### src/rtl/sgdmac_rd_arbiter_rr.sv
// sgdmac_rd_arbiter_rr: N-channel AXI read arbiter for the SG-DMA engine.
// Round-robin AR arbitration into a single registered AR slot, with the
// channel index as ARID. R beats are routed back by RID. Each channel has an
// outstanding-burst limit. A sticky flag records R beats whose RID maps to no channel.

// Per-channel outstanding-burst counter.
module sgdmac_rd_out_cnt #(
    parameter int MAX_OUT = 4,
    parameter int CNT_W   = $clog2(MAX_OUT + 1)
) (
    input  logic clk,
    input  logic rst,
    input  logic inc,
    input  logic dec,
    output logic full,
    output logic zero
);
    logic [CNT_W-1:0] cnt;
    logic             dec_ok;

    // A decrement at zero is dropped, so late beats after a reset cannot wrap the counter.
    assign dec_ok = dec && (cnt != '0);
    assign full   = (cnt >= CNT_W'(MAX_OUT));
    assign zero   = (cnt == '0);

    // Count AR handshakes up and last R beats down. Both together leave the count unchanged.
    always_ff @(posedge clk or posedge rst) begin
        if (rst)
            cnt <= '0;
        else if (inc && !dec_ok && !full)
            cnt <= cnt + CNT_W'(1);
        else if (dec_ok && !inc)
            cnt <= cnt - CNT_W'(1);
    end
endmodule

module sgdmac_rd_arbiter_rr #(
    parameter int N_CH    = 4,
    parameter int ID_W    = 4,
    parameter int ADDR_W  = 32,
    parameter int DATA_W  = 32,
    parameter int MAX_OUT = 4
) (
    input  logic                     clk,
    input  logic                     rst,
    input  logic [N_CH-1:0]          ch_arvalid_i,
    output logic [N_CH-1:0]          ch_arready_o,
    input  logic [N_CH*ADDR_W-1:0]   ch_araddr_i,
    input  logic [N_CH*4-1:0]        ch_arlen_i,
    input  logic [N_CH*3-1:0]        ch_arsize_i,
    input  logic [N_CH*2-1:0]        ch_arburst_i,
    output logic                     arvalid_o,
    input  logic                     arready_i,
    output logic [ID_W-1:0]          arid_o,
    output logic [ADDR_W-1:0]        araddr_o,
    output logic [3:0]               arlen_o,
    output logic [2:0]               arsize_o,
    output logic [1:0]               arburst_o,
    input  logic                     rvalid_i,
    input  logic                     rlast_i,
    input  logic [ID_W-1:0]          rid_i,
    input  logic [DATA_W-1:0]        rdata_i,
    input  logic [1:0]               rresp_i,
    output logic                     rready_o,
    output logic [N_CH-1:0]          ch_rvalid_o,
    input  logic [N_CH-1:0]          ch_rready_i,
    output logic [DATA_W-1:0]        ch_rdata_o,
    output logic [1:0]               ch_rresp_o,
    output logic                     ch_rlast_o,
    output logic                     idle_o,
    output logic                     err_o
);
    localparam int PTR_W = $clog2(N_CH);

    typedef struct packed {
        logic [ID_W-1:0]   id;
        logic [ADDR_W-1:0] addr;
        logic [3:0]        len;
        logic [2:0]        size;
        logic [1:0]        burst;
    } ar_req_t;

    ar_req_t          ar_q, ar_d;
    logic [PTR_W-1:0] rr_ptr, winner;
    logic [PTR_W:0]   cand;
    logic [N_CH-1:0]  eligible, full, zero, dec;
    logic             load, grant_any, grant, rid_ok;
    logic [PTR_W-1:0] rid_idx;

    assign eligible = ch_arvalid_i & ~full;
    assign load     = !arvalid_o || arready_i;
    assign grant    = load && grant_any;

    // Pick the first eligible channel at or after the round-robin pointer.
    always_comb begin
        grant_any = 1'b0;
        winner    = '0;
        cand      = '0;
        for (int i = 0; i < N_CH; i++) begin
            cand = {1'b0, rr_ptr} + (PTR_W+1)'(i);
            if (cand >= (PTR_W+1)'(N_CH))
                cand = cand - (PTR_W+1)'(N_CH);
            if (!grant_any && eligible[cand[PTR_W-1:0]]) begin
                grant_any = 1'b1;
                winner    = cand[PTR_W-1:0];
            end
        end
    end

    // Accept the winner and mux its payload. The mux uses constant slices, one per channel.
    always_comb begin
        ch_arready_o = '0;
        if (grant)
            ch_arready_o[winner] = 1'b1;
        ar_d    = '0;
        ar_d.id = ID_W'(winner);
        for (int c = 0; c < N_CH; c++) begin
            if (winner == PTR_W'(c)) begin
                ar_d.addr  = ch_araddr_i[c*ADDR_W +: ADDR_W];
                ar_d.len   = ch_arlen_i[c*4 +: 4];
                ar_d.size  = ch_arsize_i[c*3 +: 3];
                ar_d.burst = ch_arburst_i[c*2 +: 2];
            end
        end
    end

    // AR output slot. It refills whenever it is empty or draining. The payload holds while stalled.
    always_ff @(posedge clk or posedge rst) begin
        if (rst) begin
            arvalid_o <= 1'b0;
            ar_q      <= '0;
            rr_ptr    <= '0;
        end else if (load) begin
            arvalid_o <= grant_any;
            if (grant_any) begin
                ar_q   <= ar_d;
                rr_ptr <= (winner == PTR_W'(N_CH-1)) ? '0 : winner + PTR_W'(1);
            end
        end
    end

    assign arid_o    = ar_q.id;
    assign araddr_o  = ar_q.addr;
    assign arlen_o   = ar_q.len;
    assign arsize_o  = ar_q.size;
    assign arburst_o = ar_q.burst;

    // R routing. A RID beyond the channel range is drained so the bus cannot lock up.
    assign rid_ok  = ({1'b0, rid_i} < (ID_W+1)'(N_CH));
    assign rid_idx = rid_i[PTR_W-1:0];

    // Steer rvalid to the owning channel and take rready back from it.
    always_comb begin
        ch_rvalid_o = '0;
        rready_o    = 1'b1;
        if (rid_ok) begin
            ch_rvalid_o[rid_idx] = rvalid_i;
            rready_o             = ch_rready_i[rid_idx];
        end
    end

    assign ch_rdata_o = rdata_i;
    assign ch_rresp_o = rresp_i;
    assign ch_rlast_o = rlast_i;

    genvar g;
    generate
        for (g = 0; g < N_CH; g++) begin : g_ch
            assign dec[g] = rvalid_i && rready_o && rlast_i && rid_ok && (rid_idx == PTR_W'(g));
            sgdmac_rd_out_cnt #(.MAX_OUT(MAX_OUT)) u_cnt (
                .clk  (clk),
                .rst  (rst),
                .inc  (ch_arready_o[g]),
                .dec  (dec[g]),
                .full (full[g]),
                .zero (zero[g])
            );
        end
    endgenerate

    // Sticky error flag for R beats whose RID matches no channel.
    always_ff @(posedge clk or posedge rst) begin
        if (rst)
            err_o <= 1'b0;
        else if (rvalid_i && !rid_ok)
            err_o <= 1'b1;
    end

    assign idle_o = !arvalid_o && (&zero);
endmodule

### config.mk
export PLATFORM = sky130hd
export DESIGN_NAME = sgdmac_rd_arbiter_rr
export DESIGN_NICKNAME = d
export VERILOG_FILES = /design/src/rtl/sgdmac_rd_arbiter_rr.sv
export SDC_FILE = /design/constraint.sdc
export NUM_CORES = 1
export LEC_CHECK = 0
export ABC_AREA = 1
export CORE_MARGIN = 4
export CORE_UTILIZATION = 34
export DETAILED_ROUTE_END_ITERATION = 16
export PLACE_DENSITY = 0.81
export SETUP_SLACK_MARGIN = 0.5
export SLEW_MARGIN = 20
export SYNTH_ARGS = -nofsm -noshare
export SYNTH_HDL_FRONTEND = slang
export SYNTH_HIERARCHICAL = 1
export SYNTH_SLANG_ARGS = --single-unit
export TNS_END_PERCENT = 20
### constraint.sdc
create_clock -name clk -period 3.1 [get_ports clk]
set_input_delay 0.62 -clock clk [delete_from_list [all_inputs] [get_ports clk]]
set_output_delay 0.62 -clock clk [all_outputs]
set_load 0.01 [all_outputs]
==> flow_summary.yaml <==
clock_network:
  clock-root-buffer: "clkbuf_16"
  clkTransAtPathRegs_ns: 0.05
  ctsHoldBuffers: 0
  numCtsBuffers: 9
  insertion_delay_ns: 0.32
  htree_levels: 3
  cts_tree: "built"
  clock_path_buffers: 2
  cts_sinks: 59
critical_path:
  cp_data_required_time_ns: 3.34
  worstSetupPathType: "reg -> reg"
  end_kind: "flop"
  critPathLaunchType: "flop"
  arrival_ns: 3.19
  critPathMaxFanout: 6
timing:
  slew_headroom_pct: 45.1
  slew_violations: 0
  rsz0062_at_grt: "true"
  period_share_pct: 95.1
  finalSetupViolCount: 0
  finalCriticalPeriod_ns: 2.95
  hold_viol: 0
  fmax_ghz: 0.339
  clock_skew_ns: 0.00558
  worst_pin_slew_ns: 0.824
cells_and_area:
  drive_above_1_share_pct: 28.5
  stdcell_area_sq_um: 8300
  fillers: 1226
  fin_util_pct: 59.6
  fin_cells: 1060
  antenna_cells: 0
  nets: 1098
  synthToLayoutAreaGrowth_pct: 70.8
placed_design:
  placedCellCount: 1009
  hpwl_um: 12400
  io_buffers: 236
  gp_congestion: 0.828
  placed_area_sq_um: 7290
global_route:
  track_usage_pct: 20.7
  first_global_vias: 5108
  grt_overflow: 0
  grt_max_degree: 56
  grt_pass1_wl_um: 26600
  antenna_found_initial: 0
drt:
  via_per_inst: 4.85
  wl_per_cell_um: 16.8
  vias: 5141
  drc_errors: 0
  first_pass_iters: 5
  drtIter0Drc: 350
  totalWireLength_um: 17800
  drtAntennaViolNets: 0
min_path:
  hp-class: "reg -> reg"
power:
  p_leak_nw: 3.52
  ir_drop_mv: 1.00
  cellPowerDensity_nw_per_um2: 1400
synth:
  synthFlopType: "dfrtp_1"
  synth.most_common_cell: "nand2_1"
  ys_async_sr_fraction_pct: 100
  synthTopCellsByCount: "128 x nand2_1, 90 x a21oi_1, 59 x dfrtp_1, 54 x nor2_1, 46 x inv_1"
  synth.top_cell.area_share_pct: 30.4
  synth_top_area_cell: "dfrtp_1"
  ys_types: 31
  netlist_instances: 641
  syn-cell-area_sq_um: 4860
  synth_area_per_cell_sq_um: 7.58
  synth_edf_count: 0
  yosysWarnings: 6
  yosys_register_bits: 59
  synthTopCellsByArea: "dfrtp_1 30%, nand2_1 9.9%, a21oi_1 9.3%"
  ys_seq_area_share_pct: 30.4
floorplan:
  ios: 307
  rows: 43
  core_area_sq_um: 13900
  start_util_pct: 34.9
  die_h_um: 128
  die_w_um: 128
  fp.dieArea_sq_um: 16300
flow_run:
  maxCapViolCount: 0
status:
  status: "completed"
==> cells in the final DEF, fill, tap and decap left out, types with 10 or more instances in the layout <==
| cell | n |
|---|---|
| buf_4 | 42 |
| a21oi_1 | 71 |
| nand2_4 | 15 |
| clkdlybuf4s50_1 | 228 |
| o21ai_2 | 40 |
| dfrtp_1 | 57 |
| buf_6 | 12 |
| clkbuf_16 | 10 |
| nor2_1 | 47 |
| nand3_1 | 17 |
| nand2_1 | 109 |
| a21oi_2 | 18 |
| mux2i_1 | 42 |
| inv_1 | 38 |
| nand2_2 | 46 |
==> stage by stage <==
| stage | power [mW] | hold WS [ns] | setup WS (ns) | TNS (ns) |
|---|---|---|---|---|
| after floorplan | 6.75 | 0.374 | 0.386 | 0 |
| after global placement | 8.50 | 0.445 | -0.349 | -11.04 |
| after detailed placement | 8.62 | 0.459 | -0.367 | -11.96 |
| after CTS | 11.1 | 0.475 | 0.244 | 0 |
| after global routing | 12.5 | 0.498 | 0.0302 | 0 |
| final | 11.6 | 0.475 | 0.150 | 0 |
==> flip-flops by register name, summed over array words and instances, names as in the netlist <==
signal          count
arlen_o             4
arsize_o            3
rr_ptr              2
arvalid_o           1
arburst_o           2
g_ch.u_cnt/cnt     12
err_o               1
araddr_o           32
arid_o              2
==> final cells by class <==
| class | instances | area, sq um | area share (%) |
|---|---|---|---|
| Inverter | 49 | 214 | 2.58 |
| Timing Repair Buffer | 298 | 3020 | 36.3 |
| Clock buffer | 12 | 267 | 3.21 |
| Tap cell | 180 | 225 | 2.71 |
| Multi-Input combinational cell | 458 | 3050 | 36.8 |
| Clock inverter | 4 | 47.5 | 0.573 |
| Sequential cell | 59 | 1480 | 17.8 |
==> routing by layer <==
layer | part of all wire, % | track usage, % | vias up
met4 | 1.8 | 7.12 | 0
met5 | 0 | 0 | -
met1 | 39 | 24.5 | 2422
li1 | - | - | 2530
met3 | 7.0 | 5.10 | 24
met2 | 52 | 36.4 | 165
==> kinds of logic (layout without fill, tap and decap cells) <==
family	after synthesis	in the layout	share of synthesized area, %
compound gates	134	134	17.0
simple gates	272	272	25.8
fa+ha+maj	8	8	2.68
other cells	1	2	0.0771
mux	42	42	8.65
buf+inv	125	363	15.5
flops	59	59	30.4
==> where the power goes <==
group          leakage, nW  switching [mW]  total (mW)  internal, mW
clock                0.155           0.354        1.04         0.685
combinational         2.65            4.82        9.10          4.27
sequential           0.723           0.284        1.46          1.18
==> critical path, cell delays in order, from the launching register on <==
cell	delay (ns)
dfrtp_2	0.43
buf_12	0.14
buf_16	0.12
nand3_4	0.08
nand3_2	0.10
nand2_4	0.13
buf_6	0.12
nand3_4	0.08
nand2_4	0.09
a21oi_4	0.04
buf_4	0.14
ha_4	0.16
buf_6	0.11
buf_6	0.12
nor2_4	0.11
buf_6	0.13
buf_12	0.11
clkbuf_16	0.15
nand2_1	0.05
a21oi_1	0.13
mux2i_1	0.13
o21ai_2	0.16
==> path summary, 6_finish.rpt <==
path | startpoint | endpoint | slack (ns) | depth (start not counted)
max | rr_ptr[0]$_DFFE_PP0N_ | araddr_o[18]$_DFFE_PP0N_ | 0.15 | 21
min | araddr_o[4]$_DFFE_PP0N_ | araddr_o[4]$_DFFE_PP0N_ | 0.48 | 2
max reg2reg | rr_ptr[0]$_DFFE_PP0N_ | araddr_o[18]$_DFFE_PP0N_ | 0.15 | 21
min reg2reg | araddr_o[4]$_DFFE_PP0N_ | araddr_o[4]$_DFFE_PP0N_ | 0.48 | 2
max in group asynchronous | rst | rr_ptr[0]$_DFFE_PP0N_ | 1.98 | 3
min in group asynchronous | rst | err_o$_DFFE_PP0P_ | 0.66 | 2
==> repair_timing <==
| action | in CTS | in global routing |
|---|---|---|
| resized for setup | 76 | 37 |
| endpoints found under the setup margin | 61 | 64 |
| setup buffers | 30 | 1 |
| pin swaps | 41 | 24 |
| gates cloned | 3 | 1 |
Power figures use the tool's default switching activity.
